===== src/rtl/fwd_hazard_unit.sv =====
// EX-stage operand forwarding with load-use stall control.
// Ports: CLK, RST_n, id_valid, rs, rf_data, pre_*, ppre_*, fwd_data, fwd_sel,
//   stall, bubble. Optional macro FWD_LINK_EN forwards link (PC+4) results.
module fwd_hazard_unit #(
  parameter int XLEN     = 32,
  parameter int NUM_SRC  = 2,
  parameter int REG_AW   = 5,
  parameter int LOAD_LAT = 1
) (
  input  logic                      CLK,
  input  logic                      RST_n,
  input  logic                      id_valid,
  input  logic [NUM_SRC*REG_AW-1:0] rs,
  input  logic [NUM_SRC*XLEN-1:0]   rf_data,
  input  logic                      pre_valid,
  input  logic                      pre_regwr,
  input  logic [1:0]                pre_regdst,
  input  logic [REG_AW-1:0]         pre_rd,
  input  logic [XLEN-1:0]           pre_alu,
  input  logic [XLEN-1:0]           pre_pc4,
  input  logic                      pre_cmp,
  input  logic                      ppre_valid,
  input  logic                      ppre_regwr,
  input  logic [1:0]                ppre_regdst,
  input  logic [REG_AW-1:0]         ppre_rd,
  input  logic [XLEN-1:0]           ppre_alu,
  input  logic [XLEN-1:0]           ppre_pc4,
  input  logic                      ppre_cmp,
  input  logic [XLEN-1:0]           ppre_mem,
  output logic [NUM_SRC*XLEN-1:0]   fwd_data,
  output logic [NUM_SRC*2-1:0]      fwd_sel,
  output logic                      stall,
  output logic                      bubble
);

  typedef enum logic {S_RUN, S_WAIT} state_t;

  localparam logic [2:0] CNT_INIT = 3'(LOAD_LAT - 1);

  logic [NUM_SRC*XLEN-1:0] sel_data;
  logic [NUM_SRC*2-1:0]    sel_src;
  logic [NUM_SRC-1:0]      ld_use;
  logic                    hazard;

  state_t     state, state_nx;
  logic [2:0] cnt, cnt_nx;

`ifndef FWD_LINK_EN
  logic unused_pc4;
  assign unused_pc4 = ^{pre_pc4, ppre_pc4};
`endif

  for (genvar i = 0; i < NUM_SRC; i++) begin : g_op
    logic [REG_AW-1:0] r;
    logic              pre_hit, ppre_hit;
    logic              pre_ok, ppre_ok;
    logic [XLEN-1:0]   pre_val, ppre_val;
    logic [XLEN-1:0]   d;
    logic [1:0]        s;

    assign r = rs[i*REG_AW +: REG_AW];

    assign pre_hit = pre_valid & pre_regwr &
                     (pre_rd == r) & (r != '0);
    assign ppre_hit = ppre_valid & ppre_regwr &
                      (ppre_rd == r) & (r != '0);

    // A load still in EX/MEM has no data yet: it stalls instead.
    assign ld_use[i] = pre_hit & (pre_regdst == 2'b01);

    always_comb begin
      pre_ok  = pre_hit;
      pre_val = pre_alu;
      case (pre_regdst)
        2'b00: pre_val = pre_alu;
        2'b01: pre_ok  = 1'b0;
`ifdef FWD_LINK_EN
        2'b10: pre_val = pre_pc4;
`else
        2'b10: pre_ok  = 1'b0;
`endif
        2'b11: pre_val = {{(XLEN-1){1'b0}}, pre_cmp};
        default: pre_ok = 1'b0;
      endcase
    end

    always_comb begin
      ppre_ok  = ppre_hit;
      ppre_val = ppre_alu;
      case (ppre_regdst)
        2'b00: ppre_val = ppre_alu;
        2'b01: ppre_val = ppre_mem;
`ifdef FWD_LINK_EN
        2'b10: ppre_val = ppre_pc4;
`else
        2'b10: ppre_ok  = 1'b0;
`endif
        2'b11: ppre_val = {{(XLEN-1){1'b0}}, ppre_cmp};
        default: ppre_ok = 1'b0;
      endcase
    end

    always_comb begin
      d = rf_data[i*XLEN +: XLEN];
      s = 2'b00;
      if (pre_ok) begin
        d = pre_val;
        s = 2'b01;
      end else if (ppre_ok) begin
        d = ppre_val;
        s = 2'b10;
      end
    end

    assign sel_data[i*XLEN +: XLEN] = d;
    assign sel_src[i*2 +: 2]        = s;
  end

  assign hazard = id_valid & (|ld_use);

  always_ff @(posedge CLK or negedge RST_n) begin
    if (!RST_n) begin
      state <= S_RUN;
      cnt   <= '0;
    end else begin
      state <= state_nx;
      cnt   <= cnt_nx;
    end
  end

  always_comb begin
    state_nx = state;
    cnt_nx   = cnt;
    case (state)
      S_RUN: begin
        if (hazard && LOAD_LAT > 1) begin
          state_nx = S_WAIT;
          cnt_nx   = CNT_INIT;
        end
      end
      S_WAIT: begin
        cnt_nx = cnt - 3'd1;
        if (cnt == 3'd1) state_nx = S_RUN;
      end
      default: state_nx = S_RUN;
    endcase
  end

  // Gated by reset so a pending hazard cannot show during reset.
  always_comb begin
    stall = 1'b0;
    case (state)
      S_RUN:   stall = hazard;
      S_WAIT:  stall = 1'b1;
      default: stall = 1'b0;
    endcase
    stall  = stall & RST_n;
    bubble = stall;
  end

  always_ff @(posedge CLK or negedge RST_n) begin
    if (!RST_n) begin
      fwd_data <= '0;
      fwd_sel  <= '0;
    end else if (bubble) begin
      fwd_data <= '0;
      fwd_sel  <= '0;
    end else begin
      fwd_data <= sel_data;
      fwd_sel  <= sel_src;
    end
  end

endmodule


===== config.mk =====
export PLATFORM = sky130hd
export DESIGN_NAME = fwd_hazard_unit
export DESIGN_NICKNAME = d
export VERILOG_FILES = /design/src/rtl/fwd_hazard_unit.sv
export SDC_FILE = /design/constraint.sdc
export NUM_CORES = 1
export LEC_CHECK = 0
export BUFFER_PORTS_ARGS = -buffer_cell sky130_fd_sc_hd__buf_2
export CAP_MARGIN = 20
export CORE_AREA = 2 2 127 129
export DETAILED_ROUTE_END_ITERATION = 6
export DIE_AREA = 0 0 129 131
export MAX_ROUTING_LAYER = met4
export PLACE_DENSITY = 0.56
export SKIP_CTS_REPAIR_TIMING = 1
export SLEW_MARGIN = 25
export SYNTH_ARGS = -nofsm -noshare
export SYNTH_HDL_FRONTEND = slang
export SYNTH_SLANG_ARGS = --single-unit

===== constraint.sdc =====
create_clock -name CLK -period 3.89 [get_ports CLK]
set_input_delay 0.9725 -clock CLK [delete_from_list [all_inputs] [get_ports CLK]]
set_output_delay 0.9725 -clock CLK [all_outputs]
set_load 0.05 [all_outputs]

==> results.md <==
* Pwr dens at 359 mW/mm^2
* Clk root buf: clkbuf_16
* CP Class: input pin to primary output
* Clock Pin Slew Worst Setup and Hold Paths at 0.06 ns
* Tcrit/Tclk final at 92.1%
* Gate Count Post-Synth at about 500
* Register area share after synthesis at 40.8%
* Status: complete, no violations
* Most frequent cell after synthesis: a21oi_1
* Vias per cell at ~4.8
* Vias in the first global route at 4502
* Leading post-synthesis cells by cell area: dfrtp_1 41%, nand3b_1 11%, o211ai_1 11%
* Max stage delay on crit path at roughly 0.53 ns
* Worst-path maximum fanout at 3
* Crit path required time at 2.92 ns
* Die area at 0.0169 mm^2
* 1st-iter DRT viols at 194
* Met1 usage at 23.7%
* GR Util met2 at 32.6%
* Buffer and inverter count on the worst path at 2
* Crit path launch type: input pin
* Endpoints failing setup at 0
* Core Area at 0.0156 mm^2
* Syn avg cell area at 8.77 um^2
* Post-Route WL at about 16 mm
* Layout cells sized above 1 at 41.7%
* TritonCTS clock tree: yes
* Crit path cell chain: buf_2 > or4_1 > nor2_2 > nor3_1 > o211a_1 > o21a_2 > buf_2
* CTS Buf Count at 9
* Synth cell types at 32
* Top FF cell, synth: dfrtp_1
* Final #Nets at around 1k
* RSZ-0062 raised after global routing: no
* Worst EP arrival at 2.61 ns
* Ports at 327
* Starting Density at around 28%
* Post-synth top area cell: dfrtp_1
* Post-Syn Area at 0.00441 mm^2
* FP Rows at 46
* # Max-Cap Violations at 0
* Final TNS setup at 0 ns
* Hold Path Class: flop to flop
* Largest net degree at the start of global routing at 73
* Antenna violations before repair at 3
* Post-synthesis async set-or-reset flop share at 100%
* Setup ws final at between 0.3 and 0.4 ns
* I/O Buffers at 262
* Min Tclk post-route at roughly 3.6 ns
* Placer congestion estimate at 0.809
* Synth warn at 0
* Max-slew headroom at 45.9%
* Worst skew pair latency at 0.34 ns
* Top-area cell type share of the netlist area at 40.8%
* DP HPWL at 11.9 mm
* Via count at 4641
* Fin. max-slew vios at 0
* Post-DRT Antenna Nets at 0
* Critical path's slowest cell: or4_1
* Fmax at approximately 280 MHz
* H-tree levels at 3
* Crit-path most repeated cell: buf_2
* Commonest cells in the netlist: 84 x a21oi_1, 72 x dfrtp_1, 68 x nand2_1
* Hold Violations, Final at 0
* Seq cells post-synth at 72
* Dpl cells at about 950
* DRC viols at 0
* Filler Cells Inserted at 1636
* Family with the most delay on the worst path: simple AND/OR/NAND/NOR gates
* All-Layer GR Usage at between 10% and 20%
* Syn Nets at 764
* Fin area at 0.00628 mm^2
* Congestion Overflow GR at 0
* Syn-to-layout area delta at 42.3%
* EDFF count, synth at 0
* Leakage at between 0.002 and 0.003 uW
* Pre-antenna DRT Iters at 4
* Max VDD drop at 197 uV
* First-pass GRT wire length at 24.3 mm
* Die width at 129 um
* Most used routing layer: met2
* Setup WS pre-CTS at just over 0.3 ns
* Worst setup EP type: primary output
* Met3 Track Usage GR at 4.72%
* Clock sink count at 72
* Layout Cells excl Fill at 968
* Die height at 131 um
* Worst-case clock skew at 0.00356 ns
* Cell Area, Placed at 0.00592 mm^2
* Worst-Margin Slew at between 0.8 and 0.9 ns
* CTS max path bufs at 2
* Drt wl/cell at ~17 um
[worst register-to-register path, stage by stage, from the launching register on]
cell,delay (ns)
dfrtp_1,0.43
o21a_2,0.19
buf_4,0.63
a21oi_1,0.20
[worst paths after layout]
kind                        start      endpoint  slack (ns)  depth (start not counted)
setup / recovery            rs[1]         stall        0.31                          7
hold / removal             cnt[2]        cnt[2]        0.48                          1
setup reg to reg            state  fwd_data[38]        2.27                          3
hold reg to reg            cnt[2]        cnt[2]        0.48                          1
max in group asynchronous   RST_n   fwd_data[8]        2.66                          2
min in group asynchronous   RST_n  fwd_data[62]        0.76                          2
[sequential cells by signal (all words and copies together) (netlist names)]
name      cells
cnt           3
fwd_data     64
fwd_sel       4
state         1
[kinds of logic after synthesis]
group | after synthesis | synth area share (%)
AO/OA/AOI/OAI | 161 | 23.1
XOR/XNOR | 22 | 4.37
adder cells (fa/ha/maj) | 4 | 1.13
buffers and inverters | 51 | 5.13
flip-flops | 72 | 40.8
multiplexers | 5 | 1.16
AND/OR/NAND/NOR | 188 | 24.3
[where the power goes]
part           total (uW)  leakage [uW]  internal, uW  switching, uW
Combinational         488       0.00169           181            306
Clock                 965      0.000166           627            337
Sequential            799      0.000858           789           9.64
Total                2250       0.00271          1600            653
[routing by layer]
layer | routed length, um | vias to the layer above
met3 | 1180 | 16
met2 | 7860 | 206
li1 | - | 2281
met1 | 6890 | 2138
met4 | 231 | 0
met5 | 0 | -
[stage by stage]
step	utilization (%)	hold WS [ns]	total power, uW
floorplan	-	0.445	1100
detailed placement	38.0	0.462	1300
CTS	40.2	0.478	2290
finish	40.2	0.478	2250
global placement	38.0	0.462	1300
global route	40.2	0.507	2350
[layout make-up]
cell class | instances | area [um^2] | share of cell area (%)
tap | 216 | 270 | 4.31
sequential | 72 | 1800 | 28.7
antenna | 3 | 7.51 | 0.120
multi-input combinational | 380 | 2410 | 38.3
clock inverter | 7 | 120 | 1.91
timing repair buffer | 277 | 1430 | 22.8
clock buffer | 9 | 225 | 3.59
inverter | 4 | 15.0 | 0.239
[placed cells by master (no fill, tap or decap), types with 2 or more instances in the layout]
cell type and n:
buf_4 15, a21oi_2 10, nor2_1 7, and2_1 2, diode_2 3, xnor2_1 19, inv_1 4, o211ai_1 62
nand2_1 68, nor2b_1 32, clkbuf_16 9, or4_1 2, mux2i_1 4, or3_1 2, dfrtp_1 72, xor2_1 3
bufinv_16 3, nand3b_1 62, ha_1 3, nor3_1 2, clkinv_4 2, nor2_2 2, a21oi_1 84, buf_2 261
nand4_1 4, nand3_1 2, nor3_4 2
Power figures use the tool's default switching activity.
